$ cat config.mk
export PLATFORM = sky130hd
export DESIGN_NAME = seq_divider
export DESIGN_NICKNAME = d
export VERILOG_FILES = /design/src/rtl/arith_pkg.sv /design/src/rtl/div_step.sv /design/src/rtl/seq_divider.sv
export SDC_FILE = /design/constraint.sdc
export NUM_CORES = 1
export LEC_CHECK = 0
export CAP_MARGIN = 20
export CELL_PAD_IN_SITES_DETAIL_PLACEMENT = 2
export CELL_PAD_IN_SITES_GLOBAL_PLACEMENT = 2
export CORE_MARGIN = 1
export CORE_UTILIZATION = 35
export CTS_CLUSTER_DIAMETER = 200
export DETAILED_ROUTE_END_ITERATION = 8
export GPL_ROUTABILITY_DRIVEN = 0
export HOLD_SLACK_MARGIN = 0.02
export PLACE_DENSITY = 0.95
export SETUP_SLACK_MARGIN = 0.15
export SLEW_MARGIN = 20
export SYNTH_ARGS = -nofsm -noshare
export SYNTH_HDL_FRONTEND = slang
export SYNTH_HIERARCHICAL = 1
export SYNTH_SLANG_ARGS = --single-unit
$ cat constraint.sdc
create_clock -name clk -period 4.35 [get_ports clk]
set_input_delay 0.87 -clock clk [delete_from_list [all_inputs] [get_ports clk]]
set_output_delay 0.87 -clock clk [all_outputs]
set_load 0.01 [all_outputs]
$ cat src/rtl/arith_pkg.sv
// Shared arithmetic-unit definitions for the sequential divider.
//   DIV_WIDTH     default operand/quotient/remainder width
//   div_state_t   divider FSM states (IDLE, CALC, FIN)
//   DIV0_QUOTIENT quotient reported for a zero divisor (all ones)
package arith_pkg;

  localparam int DIV_WIDTH = 32;

  typedef enum logic [1:0] {
    IDLE = 2'd0,
    CALC = 2'd1,
    FIN  = 2'd2
  } div_state_t;

  localparam logic [DIV_WIDTH-1:0] DIV0_QUOTIENT = '1;

endpackage

$ cat src/rtl/div_step.sv
// One radix-2 restoring division iteration, purely combinational.
// Ports:
//   rem      in  WIDTH  current partial remainder (always < divisor)
//   q        in  WIDTH  working quotient; its MSB is the next dividend bit
//   divisor  in  WIDTH  denominator
//   rem_next out WIDTH  partial remainder after this step
//   q_next   out WIDTH  q shifted left with the new quotient bit in the LSB
module div_step #(
  parameter int WIDTH = 32
) (
  input  logic [WIDTH-1:0] rem,
  input  logic [WIDTH-1:0] q,
  input  logic [WIDTH-1:0] divisor,
  output logic [WIDTH-1:0] rem_next,
  output logic [WIDTH-1:0] q_next
);

  // The shifted remainder can reach 2*divisor-1, so it needs WIDTH+1 bits;
  // one more bit on the difference carries the borrow (sign).
  logic [WIDTH:0]   shifted;
  logic [WIDTH+1:0] diff;
  logic             neg;
  logic             unused_diff_bit;

  assign shifted  = {rem, q[WIDTH-1]};
  assign diff     = {1'b0, shifted} - {2'b00, divisor};
  assign neg      = diff[WIDTH+1];
  // A non-negative difference is below divisor, so it always fits WIDTH bits.
  assign unused_diff_bit = diff[WIDTH];
  assign rem_next = neg ? shifted[WIDTH-1:0] : diff[WIDTH-1:0];
  assign q_next   = {q[WIDTH-2:0], ~neg};

endmodule

$ cat src/rtl/seq_divider.sv
// Iterative radix-2 restoring divider, one quotient bit per clock.
// Optional macro SEQ_DIVIDER_SIGNED_EN: two's-complement operands with
// truncating division (magnitudes divided, signs fixed on the FIN entry edge).
// Ports:
//   clk, rst_n   clock, synchronous active-low reset
//   start        division request, accepted only while busy=0
//   dividend     numerator, sampled on the accept edge
//   divisor      denominator, sampled on the accept edge
//   busy         high from accept until done falls
//   done         one-cycle pulse in FIN, results valid
//   quotient     result quotient, held until the next result
//   remainder    result remainder, held until the next result
//   div_by_zero  set with done for a zero divisor, cleared on next accept
//   state_dbg    current FSM state for observation
// Handshake: start is a level request sampled at each edge in IDLE; a start
// seen while busy is dropped, never queued. done is exactly one cycle wide and
// is the last cycle of busy.
module seq_divider
  import arith_pkg::*;
#(
  parameter int WIDTH = DIV_WIDTH,
  parameter int CNT_W = 6
) (
  input  logic             clk,
  input  logic             rst_n,
  input  logic             start,
  input  logic [WIDTH-1:0] dividend,
  input  logic [WIDTH-1:0] divisor,
  output logic             busy,
  output logic             done,
  output logic [WIDTH-1:0] quotient,
  output logic [WIDTH-1:0] remainder,
  output logic             div_by_zero,
  output div_state_t       state_dbg
);

  localparam logic [CNT_W-1:0] LAST_CNT = CNT_W'(WIDTH - 1);

  div_state_t       state, state_d;
  logic [CNT_W-1:0] count;
  logic [WIDTH-1:0] rem_r, q_r, dvs_r;
  logic [WIDTH-1:0] step_rem, step_q;
  logic [WIDTH-1:0] mag_a, mag_b, q_fix, r_fix;
  logic             divisor_zero;

  assign divisor_zero = (divisor == '0);

`ifdef SEQ_DIVIDER_SIGNED_EN
  logic neg_q, neg_r;
  // Magnitudes; the most-negative value maps onto itself, which is its
  // correct unsigned magnitude, so overflow needs no special case.
  assign mag_a = dividend[WIDTH-1] ? -dividend : dividend;
  assign mag_b = divisor[WIDTH-1]  ? -divisor  : divisor;
  assign q_fix = neg_q ? -step_q   : step_q;
  assign r_fix = neg_r ? -step_rem : step_rem;
`else
  assign mag_a = dividend;
  assign mag_b = divisor;
  assign q_fix = step_q;
  assign r_fix = step_rem;
`endif

  div_step #(.WIDTH(WIDTH)) u_step (
    .rem      (rem_r),
    .q        (q_r),
    .divisor  (dvs_r),
    .rem_next (step_rem),
    .q_next   (step_q)
  );

  always_ff @(posedge clk) begin
    if (!rst_n) state <= IDLE;
    else        state <= state_d;
  end

  always_comb begin
    state_d = state;
    case (state)
      IDLE: if (start) state_d = divisor_zero ? FIN : CALC;
      CALC: if (count == LAST_CNT) state_d = FIN;
      FIN:  state_d = IDLE;
      default: state_d = IDLE;
    endcase
  end

  assign busy      = (state != IDLE);
  assign done      = (state == FIN);
  assign state_dbg = state;

  always_ff @(posedge clk) begin
    if (!rst_n) begin
      count       <= '0;
      rem_r       <= '0;
      q_r         <= '0;
      dvs_r       <= '0;
      quotient    <= '0;
      remainder   <= '0;
      div_by_zero <= 1'b0;
`ifdef SEQ_DIVIDER_SIGNED_EN
      neg_q       <= 1'b0;
      neg_r       <= 1'b0;
`endif
    end else begin
      case (state)
        IDLE: begin
          if (start) begin
            rem_r       <= '0;
            q_r         <= mag_a;
            dvs_r       <= mag_b;
            count       <= '0;
            div_by_zero <= divisor_zero;
`ifdef SEQ_DIVIDER_SIGNED_EN
            neg_q       <= dividend[WIDTH-1] ^ divisor[WIDTH-1];
            neg_r       <= dividend[WIDTH-1];
`endif
            // Zero divisor skips CALC, so its results load here.
            if (divisor_zero) begin
              quotient  <= WIDTH'(DIV0_QUOTIENT);
              remainder <= dividend;
            end
          end
        end
        CALC: begin
          rem_r <= step_rem;
          q_r   <= step_q;
          count <= count + CNT_W'(1);
          if (count == LAST_CNT) begin
            quotient  <= q_fix;
            remainder <= r_fix;
          end
        end
        default: ;
      endcase
    end
  end

endmodule

==> flow_metrics.py <==
metrics = {
    "floorplan": {
        "core-area_um2": 27100,
        "die-area_um2": 28500,
        "rows": 60,
        "start_util_pct": 35.9,
        "die_h_um": 169,
        "die_x_um": 169,
        "boundaryPins": 136,
    },
    "setup_path": {
        "max_stage_delay_ns": 0.41,
        "critical-path-slowest-cell": "buf_4",
        "criticalPathCategory": "flop to flop",
        "crit_path_max_fanout": 38,
        "crit_chain": "inv_1 -> ha_1 -> a21oi_1 -> o21ai_0 -> a21oi_2 -> a311oi_2 -> nor3_4 -> buf_4 -> inv_2 -> and4_1 -> nor3_1 -> a32o_1 -> nand2_1 -> o211ai_1",
        "cp.required_ns": 4.74,
        "startpoint_type": "flop",
        "cp.arrival_ns": 4.23,
        "end_kind": "flop",
    },
    "logic_synthesis": {
        "netlist_area_um2": 9730,
        "synthTopCellsByArea": "dfxtp_1 35%, nand2_1 7.3%, nor2_1 6.1%",
        "synth.net_count": 1330,
        "synthArstFlopShare_pct": 0,
        "syn_avg_cell_area_um2": 7.92,
        "seq_area_frac_synth_pct": 34.8,
        "syn_inst": 1229,
        "synth-edff-count": 0,
        "ys.flop_type": "dfxtp_1",
        "yosys_register_bits": 169,
        "yosysUniqueCellTypes": 76,
        "yosysTopAreaCell": "dfxtp_1",
        "yosys_warnings": 6,
        "synth_top_area_share_pct": 34.8,
    },
    "layout": {
        "antenna_cells": 0,
        "fin_util_pct": 43.0,
        "nFillCells": 2979,
        "nets": 1377,
        "syn2layout_area_growth_pct": 19.9,
        "drive_gt1_share_pct": 7.91,
    },
    "clock_tree": {
        "root_buffer": "clkbuf_16",
        "post_cts_resized": 0,
        "cts_hold_buf": 0,
        "insertion_delay_ns": 0.48,
        "cts.sinks": 169,
        "clk_pin_slew_worst_paths_ns": 0.08,
        "numCtsBuffers": 17,
        "h-tree-depth": 4,
        "cts_tree": "done",
        "postCtsSetupBuffers": 0,
        "clock_path_buffers": 2,
    },
    "power": {
        "power_switching_mw": 5.12,
        "ir_worst_vdd_mv": 0.666,
        "internal_power_mw": 4.49,
        "swShare_pct": 53.3,
        "leakage_nw": 4.20,
        "clock_power_share_pct": 17.1,
        "seq_power_share_pct": 20.6,
        "power.density_nw_per_um2": 823,
        "p_comb_share_pct": 62.3,
    },
    "place": {
        "portBuffers": 135,
        "dp_slack_ns": 0.857,
        "dp_hpwl_um": 27100,
    },
    "sta": {
        "min_period_over_period_pct": 88.2,
        "fmaxAchievable_mhz": 261,
        "min_period_ns": 3.84,
        "tns_ns": 0,
        "worstMarginPinSlew_ns": 1.06,
        "hold_viol_final": 0,
        "worst_hold_slack_ns": 0.459,
        "report.final.slew_viol_count": 0,
        "final.setup.worst_slack_ns": 0.512,
        "setup_violations": 0,
        "slew_headroom_pct": 29.6,
        "finClkSkew_ns": 0.0191,
        "rsz0062_at_grt": "no",
    },
    "drt": {
        "via_count": 10500,
        "drc": 0,
        "vias_per_cell": 6.30,
        "wirelength_um": 44400,
        "wl_per_cell_um": 26.7,
        "dr.pass1.iters": 6,
        "ant_nets": 0,
        "drt_iter0_markers": 998,
    },
    "global_routing": {
        "grtUsageTotal_pct": 31.4,
        "grt_pass1_vias": 11200,
        "grt_pass1_wl_um": 68600,
        "grt_overflow": 0,
        "antenna_found_initial": 0,
        "grt_max_degree": 98,
    },
    "min_path": {
        "hold_class": "flop to flop",
    },
    "outcome": {
        "status": "complete, no violations",
    },
    "run": {
        "drv_cap": 0,
    },
}
## registers in the layout, summed over array words and instances (netlist names)
signal	cells
div_by_zero	1
dvs_r	32
remainder	32
q_r	32
rem_r	32
state_dbg	2
count	6
quotient	32
## layout make-up
class | instances | area (µm²) | area share (%)
Multi-Input combinational cell | 886 | 5520 | 47.3
Inverter | 45 | 169 | 1.45
Sequential cell | 169 | 3380 | 29.0
Clock inverter | 15 | 193 | 1.65
Clock buffer | 17 | 425 | 3.65
Tap cell | 372 | 465 | 3.99
Timing Repair Buffer | 157 | 1510 | 13.0
## cells in the mapped netlist, drive strengths merged, types with 6 or more instances
cell / count
nor3: 8
a32o: 32
ha: 33
xnor2: 13
clkbuf: 51
a211oi: 6
nand3: 11
o211ai: 68
o21ai: 42
o221ai: 65
inv: 45
a21oi: 107
buf: 78
a22oi: 32
a31oi: 9
a21o: 15
xor2: 10
nor2: 161
nand2: 188
dfxtp: 169
and3: 6
nor4: 8
## cell families after synthesis
logic type | count (synthesis) | synth area share (%)
DFF | 169 | 34.8
AOI/OAI and AO/OA | 412 | 31.3
muxes | 4 | 0.501
xor gates and xnor gates | 23 | 2.07
and+or+nand+nor | 413 | 18.0
buffers and inverters | 174 | 8.89
adders and majority gates | 34 | 4.45
## final timing paths
check	depth (start not counted)	slack, ns	endpoint	start
setup / recovery	14	0.51	remainder[29]	dvs_r[6]
hold / removal	2	0.46	dvs_r[17]	dvs_r[17]
setup reg to reg	14	0.51	remainder[29]	dvs_r[6]
hold reg to reg	2	0.46	dvs_r[17]	dvs_r[17]
## placed cells by master (no fill, tap or decap), types with 5 or more instances in the layout
cell               n
a21o_1            12
a21oi_1          102
a21oi_2            5
a22oi_1           32
a31oi_1            7
a32o_1            32
and3_1             6
and4_1             5
buf_4             22
clkbuf_16         17
clkdlybuf4s50_1  134
clkinv_8           6
dfxtp_1          169
ha_1              33
inv_1             42
nand2_1          188
nand3_1           11
nand4_1            5
nor2_1           158
nor3_1             6
nor4_1             8
o211ai_1          68
o21ai_0           37
o221ai_1          58
o221ai_2           7
xnor2_1           13
xor2_1            10
## metrics by stage
stage / total power [mW] / instance area [µm²] / cells
2_1_floorplan: 5.69 / 9730 / 1229
4_1_cts: 9.36 / 11700 / 1660
3_5_place_dp: 7.26 / 11000 / 1628
3_3_place_gp: 7.00 / 11000 / 1628
5_1_grt: 9.93 / 11700 / 1661
6_report: 9.61 / 11700 / 1661
## routing by layer
layer / global-route usage, % / routed length [µm]
met2: 54.0 / 21800
met5: 0 / 0
met3: 5.56 / 2560
met4: 13.4 / 1500
met1: 38.4 / 18600
## worst max-delay path, delay by kind of cell (launching register included)
| kind | cells | cell delay [ns] |
|---|---|---|
| buffers and inverters | 3 | 0.73 |
| AO/OA/AOI/OAI | 6 | 1.44 |
| adder cells (fa/ha/maj) | 1 | 0.40 |
| AND/OR/NAND/NOR | 4 | 0.81 |
| flip-flops | 1 | 0.37 |
## power by group through the flow
| stage | clock, mW | combinational, mW | sequential (mW) |
|---|---|---|---|
| floorplan | 0 | 3.78 | 1.92 |
| global placement | 0 | 5.03 | 1.96 |
| detailed placement | 0 | 5.27 | 1.98 |
| CTS | 1.66 | 5.74 | 1.97 |
| global route | 1.71 | 6.22 | 1.99 |
| finish | 1.65 | 5.99 | 1.98 |
Note: power is estimated with default switching activity, not from simulation.
